===== src/rtl/pitch_pkg.sv =====
// Shared types and default sizing for the pitch-detect magnitude path.
package pitch_pkg;
  localparam int FFT_LEN_DEF = 1024;
  localparam int MAG_W_DEF   = 48;
  localparam int OUT_W_DEF   = 24;
  localparam int BIN_W_DEF   = $clog2(FFT_LEN_DEF);

  typedef logic [BIN_W_DEF-1:0] bin_idx_t;

  typedef enum logic {
    ACCUM = 1'b0,
    EMIT  = 1'b1
  } state_t;
endpackage


===== src/rtl/axis_if.sv =====
// Minimal AXI-stream style link: data/valid/ready/last.
interface Axis_If #(parameter int W = 8) ();
  logic [W-1:0] data;
  logic         valid;
  logic         ready;
  logic         last;

  modport Master (output data, output valid, output last, input ready);
  modport Slave  (input data, input valid, input last, output ready);
endinterface


===== src/rtl/peak_tracker.sv =====
// Windowed max/argmax register pair; clear has priority over update.
// SPECTRAL_PEAK_NOISE_GATE_EN forces the reported index to 0 below GATE_THRESH.
module peak_tracker
  import pitch_pkg::*;
#(
  parameter int MAG_W   = MAG_W_DEF,
  parameter int IDX_W   = BIN_W_DEF,
  parameter int OUT_W   = OUT_W_DEF,
  parameter int MIN_BIN = 2
`ifdef SPECTRAL_PEAK_NOISE_GATE_EN
  , parameter logic [MAG_W-1:0] GATE_THRESH = MAG_W'(64'd1 << 20)
`endif
) (
  input  logic             clk,
  input  logic             reset,
  input  logic             clr_i,
  input  logic             upd_i,
  input  logic [MAG_W-1:0] mag_i,
  input  logic [IDX_W-1:0] idx_i,
  output logic [OUT_W-1:0] result_o
);
  localparam logic [IDX_W-1:0] IDX_INIT = IDX_W'(MIN_BIN);

  logic [MAG_W-1:0] max_mag_q, max_mag_d;
  logic [IDX_W-1:0] max_idx_q, max_idx_d;

  always_comb begin
    max_mag_d = max_mag_q;
    max_idx_d = max_idx_q;
    if (clr_i) begin
      max_mag_d = '0;
      max_idx_d = IDX_INIT;
    end else if (upd_i && (mag_i > max_mag_q)) begin
      // Strict compare: on ties the earlier (lower) bin is kept.
      max_mag_d = mag_i;
      max_idx_d = idx_i;
    end
  end

  always_ff @(posedge clk) begin
    if (reset) begin
      max_mag_q <= '0;
      max_idx_q <= IDX_INIT;
    end else begin
      max_mag_q <= max_mag_d;
      max_idx_q <= max_idx_d;
    end
  end

`ifdef SPECTRAL_PEAK_NOISE_GATE_EN
  assign result_o = (max_mag_q < GATE_THRESH) ? '0 : OUT_W'(max_idx_q);
`else
  assign result_o = OUT_W'(max_idx_q);
`endif
endmodule


===== src/rtl/spectral_peak_finder.sv =====
// Per-frame argmax of FFT bin magnitudes inside [MIN_BIN, MAX_BIN]; one index out per frame.
// Optional unvoiced gating via SPECTRAL_PEAK_NOISE_GATE_EN.
module spectral_peak_finder
  import pitch_pkg::*;
#(
  parameter int FFT_LEN = FFT_LEN_DEF,
  parameter int MIN_BIN = 2,
  parameter int MAX_BIN = 511,
  parameter int MAG_W   = MAG_W_DEF,
  parameter int OUT_W   = OUT_W_DEF
`ifdef SPECTRAL_PEAK_NOISE_GATE_EN
  , parameter logic [MAG_W-1:0] GATE_THRESH = MAG_W'(64'd1 << 20)
`endif
) (
  input  logic   clk,
  input  logic   reset,
  Axis_If.Slave  fft_mag,
  Axis_If.Master dout,
  output logic   frame_err
);
  localparam int BIN_W = $clog2(FFT_LEN);
  localparam logic [BIN_W-1:0] WIN_LO   = BIN_W'(MIN_BIN);
  localparam logic [BIN_W-1:0] WIN_HI   = BIN_W'(MAX_BIN);
  localparam logic [BIN_W-1:0] LAST_BIN = BIN_W'(FFT_LEN - 1);

  state_t           state_q, state_d;
  logic [BIN_W-1:0] bin_cnt_q, bin_cnt_d;
  logic             mag_rdy_q, mag_rdy_d;
  logic             dout_vld_q, dout_vld_d;
  logic             frame_err_q, frame_err_d;
  logic             trk_clr, trk_upd;
  logic [OUT_W-1:0] peak_idx;

  logic beat, in_window, final_bin;
  assign beat      = fft_mag.valid & mag_rdy_q;
  assign in_window = (bin_cnt_q >= WIN_LO) && (bin_cnt_q <= WIN_HI);
  assign final_bin = (bin_cnt_q == LAST_BIN);

  always_comb begin
    state_d     = state_q;
    bin_cnt_d   = bin_cnt_q;
    mag_rdy_d   = mag_rdy_q;
    dout_vld_d  = dout_vld_q;
    frame_err_d = 1'b0;
    trk_clr     = 1'b0;
    trk_upd     = 1'b0;
    unique case (state_q)
      ACCUM: begin
        mag_rdy_d = 1'b1;
        if (beat) begin
          trk_upd = in_window;
          if (final_bin) begin
            bin_cnt_d   = '0;
            state_d     = EMIT;
            dout_vld_d  = 1'b1;
            mag_rdy_d   = 1'b0;
            frame_err_d = ~fft_mag.last;
          end else if (fft_mag.last) begin
            // Short frame: drop it and restart the search from bin 0.
            bin_cnt_d   = '0;
            trk_clr     = 1'b1;
            frame_err_d = 1'b1;
          end else begin
            bin_cnt_d = bin_cnt_q + BIN_W'(1);
          end
        end
      end
      EMIT: begin
        mag_rdy_d = 1'b0;
        if (dout_vld_q && dout.ready) begin
          dout_vld_d = 1'b0;
          trk_clr    = 1'b1;
          state_d    = ACCUM;
          mag_rdy_d  = 1'b1;
        end
      end
      default: state_d = ACCUM;
    endcase
  end

  always_ff @(posedge clk) begin
    if (reset) begin
      state_q     <= ACCUM;
      bin_cnt_q   <= '0;
      mag_rdy_q   <= 1'b0;
      dout_vld_q  <= 1'b0;
      frame_err_q <= 1'b0;
    end else begin
      state_q     <= state_d;
      bin_cnt_q   <= bin_cnt_d;
      mag_rdy_q   <= mag_rdy_d;
      dout_vld_q  <= dout_vld_d;
      frame_err_q <= frame_err_d;
    end
  end

  peak_tracker #(
    .MAG_W   (MAG_W),
    .IDX_W   (BIN_W),
    .OUT_W   (OUT_W),
    .MIN_BIN (MIN_BIN)
`ifdef SPECTRAL_PEAK_NOISE_GATE_EN
    , .GATE_THRESH (GATE_THRESH)
`endif
  ) u_peak_tracker (
    .clk      (clk),
    .reset    (reset),
    .clr_i    (trk_clr),
    .upd_i    (trk_upd),
    .mag_i    (fft_mag.data),
    .idx_i    (bin_cnt_q),
    .result_o (peak_idx)
  );

  assign fft_mag.ready = mag_rdy_q;
  assign dout.valid    = dout_vld_q;
  assign dout.data     = dout_vld_q ? peak_idx : '0;
  assign dout.last     = 1'b1;
  assign frame_err     = frame_err_q;
endmodule


===== src/flat_wrapper.sv =====
// flat-port wrapper written by rule: the top's interface ports become plain ports
module spectral_peak_finder_flat import pitch_pkg::*;
#(
  parameter int FFT_LEN = FFT_LEN_DEF,
  parameter int MIN_BIN = 2,
  parameter int MAX_BIN = 511,
  parameter int MAG_W   = MAG_W_DEF,
  parameter int OUT_W   = OUT_W_DEF

)
  (clk, reset, frame_err, fft_mag_data, fft_mag_valid, fft_mag_last, fft_mag_ready, dout_data, dout_valid, dout_last, dout_ready);
  Axis_If #(.W(MAG_W)) fft_mag_i ();
  Axis_If #(.W(OUT_W)) dout_i ();
  input  logic clk;
  input  logic reset;
  output logic frame_err;
  input wire logic [$bits(fft_mag_i.data)-1:0] fft_mag_data;
  input wire logic [$bits(fft_mag_i.valid)-1:0] fft_mag_valid;
  input wire logic [$bits(fft_mag_i.last)-1:0] fft_mag_last;
  output wire logic [$bits(fft_mag_i.ready)-1:0] fft_mag_ready;
  output wire logic [$bits(dout_i.data)-1:0] dout_data;
  output wire logic [$bits(dout_i.valid)-1:0] dout_valid;
  output wire logic [$bits(dout_i.last)-1:0] dout_last;
  input wire logic [$bits(dout_i.ready)-1:0] dout_ready;
  assign fft_mag_i.data = fft_mag_data;
  assign fft_mag_i.valid = fft_mag_valid;
  assign fft_mag_i.last = fft_mag_last;
  assign fft_mag_ready = fft_mag_i.ready;
  assign dout_data = dout_i.data;
  assign dout_valid = dout_i.valid;
  assign dout_last = dout_i.last;
  assign dout_i.ready = dout_ready;
  spectral_peak_finder #(.FFT_LEN(FFT_LEN), .MIN_BIN(MIN_BIN), .MAX_BIN(MAX_BIN), .MAG_W(MAG_W), .OUT_W(OUT_W)) u_core (.clk(clk), .reset(reset), .fft_mag(fft_mag_i), .dout(dout_i), .frame_err(frame_err));
endmodule

===== config.mk =====
export PLATFORM = sky130hd
export DESIGN_NAME = spectral_peak_finder_flat
export DESIGN_NICKNAME = d
export VERILOG_FILES = /design/src/rtl/pitch_pkg.sv /design/src/rtl/axis_if.sv /design/src/rtl/peak_tracker.sv /design/src/rtl/spectral_peak_finder.sv /design/src/flat_wrapper.sv
export SDC_FILE = /design/constraint.sdc
export NUM_CORES = 1
export LEC_CHECK = 0
export BUFFER_PORTS_ARGS = -buffer_cell sky130_fd_sc_hd__buf_2
export CAP_MARGIN = 20
export CORE_MARGIN = 5
export CORE_UTILIZATION = 25
export CTS_CLUSTER_SIZE = 30
export DETAILED_ROUTE_END_ITERATION = 6
export SYNTH_ARGS = -nofsm -noshare
export SYNTH_HDL_FRONTEND = slang
export SYNTH_HIERARCHICAL = 1
export SYNTH_SLANG_ARGS = --single-unit

===== constraint.sdc =====
create_clock -name clk -period 2.5 [get_ports clk]
set_input_delay 0.25 -clock clk [delete_from_list [all_inputs] [get_ports clk]]
set_output_delay 0.25 -clock clk [all_outputs]
set_load 0.01 [all_outputs]

# Word-level counts from Yosys, hierarchy flattened
# Cells that the tools add are included.
[word_totals] reg_bits=72 input_bits=53 out_inout_bits=28 wordCells=48
[op_classes] n_addsub=1 magnitude_cmp=3 n_eq_ne=4 n_mux=22 bitwise=4 n_reduce_logical=7
[op_table] cell="> comparator 48 bit" count=1
[op_table] cell="2-to-1 mux 10 bit" count=3
[op_table] cell="2-to-1 mux 1 bit" count=15
[op_table] cell="adder 10 x 1 -> 10 bit, second input constant" count=1
[op_table] cell="equality test 10 bit, second input constant" count=1
[op_table] cell=">= comparator 10 x 2 -> 1 bit, second input constant" count=1
[op_table] cell="less-or-equal comparator 10 x 9 -> 1 bit, second input constant" count=1
[op_table] cell="one-hot mux 1 bit (2 select lines)" count=4
[op_table] cell="!= test 2 x 1 -> 1 bit, second input constant" count=2
[op_table] cell="logical AND 1 bit" count=3
[op_table] cell="NOT 1 bit" count=3
[op_table] cell="AND reduction 3 bit" count=1
[op_table] cell="OR reduction 3 bit" count=1
[op_table] cell="!= test 2 bit, second input constant" count=1
[op_table] cell="AND reduction 2 bit" count=1
[op_table] cell="OR reduction 2 bit" count=1
[op_table] cell="AND 1 bit" count=1

# Logic depth before layout (Yosys ltp)
[depth] word_depth=5 depth_mapped=12 ltp_nobuf=9

# Modules after synthesis
# The synthesis kept the hierarchy.
[modules_own_cells] module="peak_tracker" n_inst=1 cells_each=469 area_per_inst_um2=4050.1 seq_area_each_um2=1161.1
[modules_own_cells] module="spectral_peak_finder" n_inst=1 cells_each=111 area_per_inst_um2=880.8 seq_area_each_um2=280.3

# Least setup slack after synthesis
# Ideal clock, no wire load.
[synth_path] path_type="flip-flop to flip-flop" from="register u_core.u_peak_tracker.max_mag_q[30]" to="register u_core.u_peak_tracker.max_mag_q[35]" setup_ps=66 arrival_time_ps=2232 required_time_ps=2434 path_slack_ps=203 path_stages_with_launch=13 path_buffers=3 synth_period_minus_slack_ps=2297 cell_sequence="dfxtp_1 -> inv_1 -> ha_1 -> nand4_1 -> nor4_2 -> nand4b_1 -> and2_1 -> buf_4 -> a22oi_4 -> buf_6 -> buf_8 -> nand3_2 -> a21boi_2"
[synth_via] elab_chain_cells=2
[synth_rtl] element="from (decl)" line_no="peak_tracker.sv:24" source="logic [MAG_W-1:0] max_mag_q, max_mag_d;"
[synth_rtl] element="from (signal assigned)" line_no="peak_tracker.sv:45" source="max_mag_q <= max_mag_d;"
[synth_rtl] element="> comparator 48 bit" line_no="peak_tracker.sv:33" source="end else if (upd_i && (mag_i > max_mag_q)) begin"
[synth_rtl] element="logical AND 1 bit" line_no="peak_tracker.sv:33"
# Every way passes these cells.
# A chain may end at the register's enable or synchronous reset.

# Worst setup path in the final report
[layout_path] from="register u_core.u_peak_tracker.max_mag_q[47]" to="register u_core.u_peak_tracker.max_mag_q[16]"
# Same word-level chain as after synthesis.

==> impl_metrics.json <==
{
  "grt_pass1_wl_mm": 21.9,
  "place_congestion": 0.791,
  "reg2reg_depth": 11,
  "synthArstFlopShare_pct": 0,
  "synth_edf_count": 0,
  "clock-skew-final_ns": 0.00761,
  "avgSynthCellArea_um2": 8.50,
  "firstDrtPassIters": 4,
  "synth-seq-cells": 72,
  "cp-end-kind": "flip-flop",
  "cts_max_level": 3,
  "clk_latency_ns": 0.33,
  "synth.top_cell.area_share_pct": 29.2,
  "fillers": 1990,
  "arrival_ns": 2.76,
  "synth.distinct_cells": 48,
  "antenna_found_initial": 2,
  "min_period_ns": 2.52,
  "finalMaxSlewViolations": 0,
  "avgRoutedWirePerCell_um": 15.3,
  "rows": 51,
  "die-area_um2": 22600,
  "ys_warn_count": 6,
  "path_cells": "inv_1 -> ha_4 -> nand4_1 -> nor4_4 -> nand4b_1 -> and2_4 -> a22oi_4 -> buf_12 -> buf_16 -> nand3_1 -> a21boi_1",
  "port_buffers": 65,
  "hold_ws_ns": 0.211,
  "min_path_type": "primary input to flip-flop",
  "finalWirelength_mm": 14.3,
  "max_stage_delay_ns": 0.38,
  "die_w_um": 150,
  "ios": 81,
  "cts_tree": "yes",
  "violations": "setup timing",
  "path_max_fanout": 11,
  "antenna_cells": 0,
  "crit_type": "flip-flop to flip-flop",
  "setup_viol": 1,
  "ys_seq_area_share_pct": 29.2,
  "netlist_area_um2": 4930,
  "r2r-start": "u_core/u_peak_tracker/max_mag_q[47]$_SDFFE_PP0P_",
  "drv_cap": 0,
  "cp-start-kind": "flip-flop",
  "ys.flop_type": "dfxtp_1",
  "grt_start_max_net_pins": 49,
  "reg2reg_slack_ns": -0.02,
  "min_to": "u_core/u_peak_tracker/max_mag_q[15]$_SDFFE_PP0P_",
  "core-area_um2": 19500,
  "irDropWorstVdd_mv": 0.227,
  "min_path_cells": 3,
  "grt-ovfl-total": 0,
  "final_cell_mix": "65 x buf_2, 59 x o211ai_1, 53 x dfxtp_1",
  "power.leakage_nw": 2.37,
  "worst_r2r_endpoint": "u_core/u_peak_tracker/max_mag_q[16]$_SDFFE_PP0P_",
  "cp_slowest_cell": "nor4_4",
  "min_from": "fft_mag_data[15]",
  "cts_buffers": 9,
  "required_ns": 2.75,
  "syn_inst": 580,
  "ys_top_cells_by_area": "dfxtp_1 29%, ha_1 13%, o211ai_1 9.0%",
  "root_buffer": "clkbuf_16",
  "start_util_pct": 25.3,
  "rsz0062_at_grt": "true",
  "hold_violations": 0,
  "synth_top_cell_by_area": "dfxtp_1",
  "grt_pass1_vias": 4381,
  "fmax_ghz": 0.397,
  "final_common_cell": "buf_2",
  "viasPerCell": 4.76,
  "drtIter0Drc": 159,
  "drc": 0,
  "die_h_um": 150,
  "clkSinkCount": 72,
  "detail-route-antenna-nets": 0,
  "power_density_nw_per_um2": 401,
  "fin_nets": 773,
  "finish.utilization_pct": 34.0,
  "status": "finished, violations left",
  "clkSlewWorstSetupHoldPaths_ns": 0.06,
  "cts_max_path_buffers": 2,
  "hpwl_mm": 9.36,
  "finalCritPeriodShare_pct": 101,
  "grt_use_total_pct": 12.1,
  "vias": 4473,
  "area_delta_synth_final_pct": 34.4,
  "final.setup.worst_slack_ns": -0.0172,
  "drive_gt1_share_pct": 33.4
}
==> where the power goes <==
group	internal, mW	switching [mW]
Combinational	0.148	0.176
Clock	0.697	0.482
Sequential	1.15	0.00275
Total	2.00	0.661
==> worst max-delay path by stage <==
stage                                                           from                                                to  slack (ns)  depth (start not counted)
floorplan           u_core/u_peak_tracker/max_mag_q[30]$_SDFFE_PP0P_  u_core/u_peak_tracker/max_mag_q[35]$_SDFFE_PP0P_        0.20                         12
global placement                                    fft_mag_data[39]   u_core/u_peak_tracker/max_idx_q[5]$_SDFFE_PP0P_       -0.08                         10
detailed placement  u_core/u_peak_tracker/max_mag_q[37]$_SDFFE_PP0P_  u_core/u_peak_tracker/max_mag_q[23]$_SDFFE_PP0P_       -0.11                         10
CTS                 u_core/u_peak_tracker/max_mag_q[37]$_SDFFE_PP0P_  u_core/u_peak_tracker/max_mag_q[36]$_SDFFE_PP0P_       0.001                         11
global route        u_core/u_peak_tracker/max_mag_q[22]$_SDFFE_PP0P_   u_core/u_peak_tracker/max_idx_q[6]$_SDFFE_PP0P_       -0.10                         12
finish              u_core/u_peak_tracker/max_mag_q[47]$_SDFFE_PP0P_  u_core/u_peak_tracker/max_mag_q[16]$_SDFFE_PP0P_       -0.02                         11
==> worst max-delay path, delay by kind of cell, from the launching register on <==
family	cells	cell delay, ns
AOI/OAI and AO/OA	2	0.39
adders and majority gates	1	0.27
DFF	1	0.32
buffers and inverters	3	0.39
and+or+nand+nor	5	1.06
==> final cells by class <==
| class | instances | area (um2) | share of cell area [%] |
|---|---|---|---|
| multi-input cells | 411 | 3320 | 50.0 |
| flip-flops and latches | 72 | 1470 | 22.1 |
| repair buffers | 122 | 1050 | 15.8 |
| well taps | 265 | 332 | 5.00 |
| clock buffers | 13 | 250 | 3.78 |
| inverters | 53 | 199 | 3.00 |
| clock inverters | 3 | 17.5 | 0.264 |
==> cells by family after synthesis <==
logic type / Yosys count / share of synthesized area [%]
and+or+nand+nor: 173 / 20.8
AOI/OAI and AO/OA: 166 / 24.7
buffers and inverters: 110 / 11.0
DFF: 72 / 29.2
adders and majority gates: 51 / 12.9
xor gates and xnor gates: 6 / 1.07
other: 2 / 0.152
==> per-stage QoR <==
step / TNS [ns] / cells / cell area (um2) / total power [mW] / worst slack, ns
finish: -0.0172 / 939 / 6630 / 2.66 / -0.0172
detailed placement: -3.81 / 902 / 5690 / 1.46 / -0.114
global route: -3.96 / 939 / 6630 / 2.78 / -0.103
floorplan: 0 / 593 / 4980 / 1.35 / 0.203
CTS: 0 / 923 / 6090 / 2.66 / 0.00137
global placement: -2.64 / 902 / 5690 / 1.46 / -0.0828
==> metal layers <==
layer	vias to the layer above	GRT usage, %	routed length (um)
met5	-	0	14
met2	90	20.0	6840
met4	4	3.89	228
met3	20	2.92	610
li1	2244	-	-
met1	2115	15.4	6630
==> synthesized netlist by cell type (6+ instances only) <==
master / instances
o211ai_1: 59
ha_1: 51
a21oi_1: 25
clkbuf_1: 19
nor3_1: 6
dfxtp_1: 72
nor2_1: 13
a21boi_0: 38
o21ai_0: 9
nand3_2: 19
a21boi_1: 11
buf_4: 21
nand3_1: 47
nand4_1: 17
inv_1: 53
nand2_1: 24
buf_2: 8
and2_1: 26
a21boi_2: 8
==> state kept, by name, indices dropped and copies added, names as in the netlist <==
name,flops
u_core/dout.valid,1
u_core/bin_cnt_q,10
u_core/frame_err,1
u_core/fft_mag.ready,1
u_core/u_peak_tracker/max_idx_q,10
u_core/u_peak_tracker/max_mag_q,48
u_core/state_q,1
==> repair_timing <==
item	CTS	global route
gates cloned	2	5
hold buffers	0	0
buffers inserted	3	11
endpoints found under the setup margin	58	58
pin swaps	7	35
gates resized for setup	15	87
Note: power is estimated with default switching activity, not from simulation.
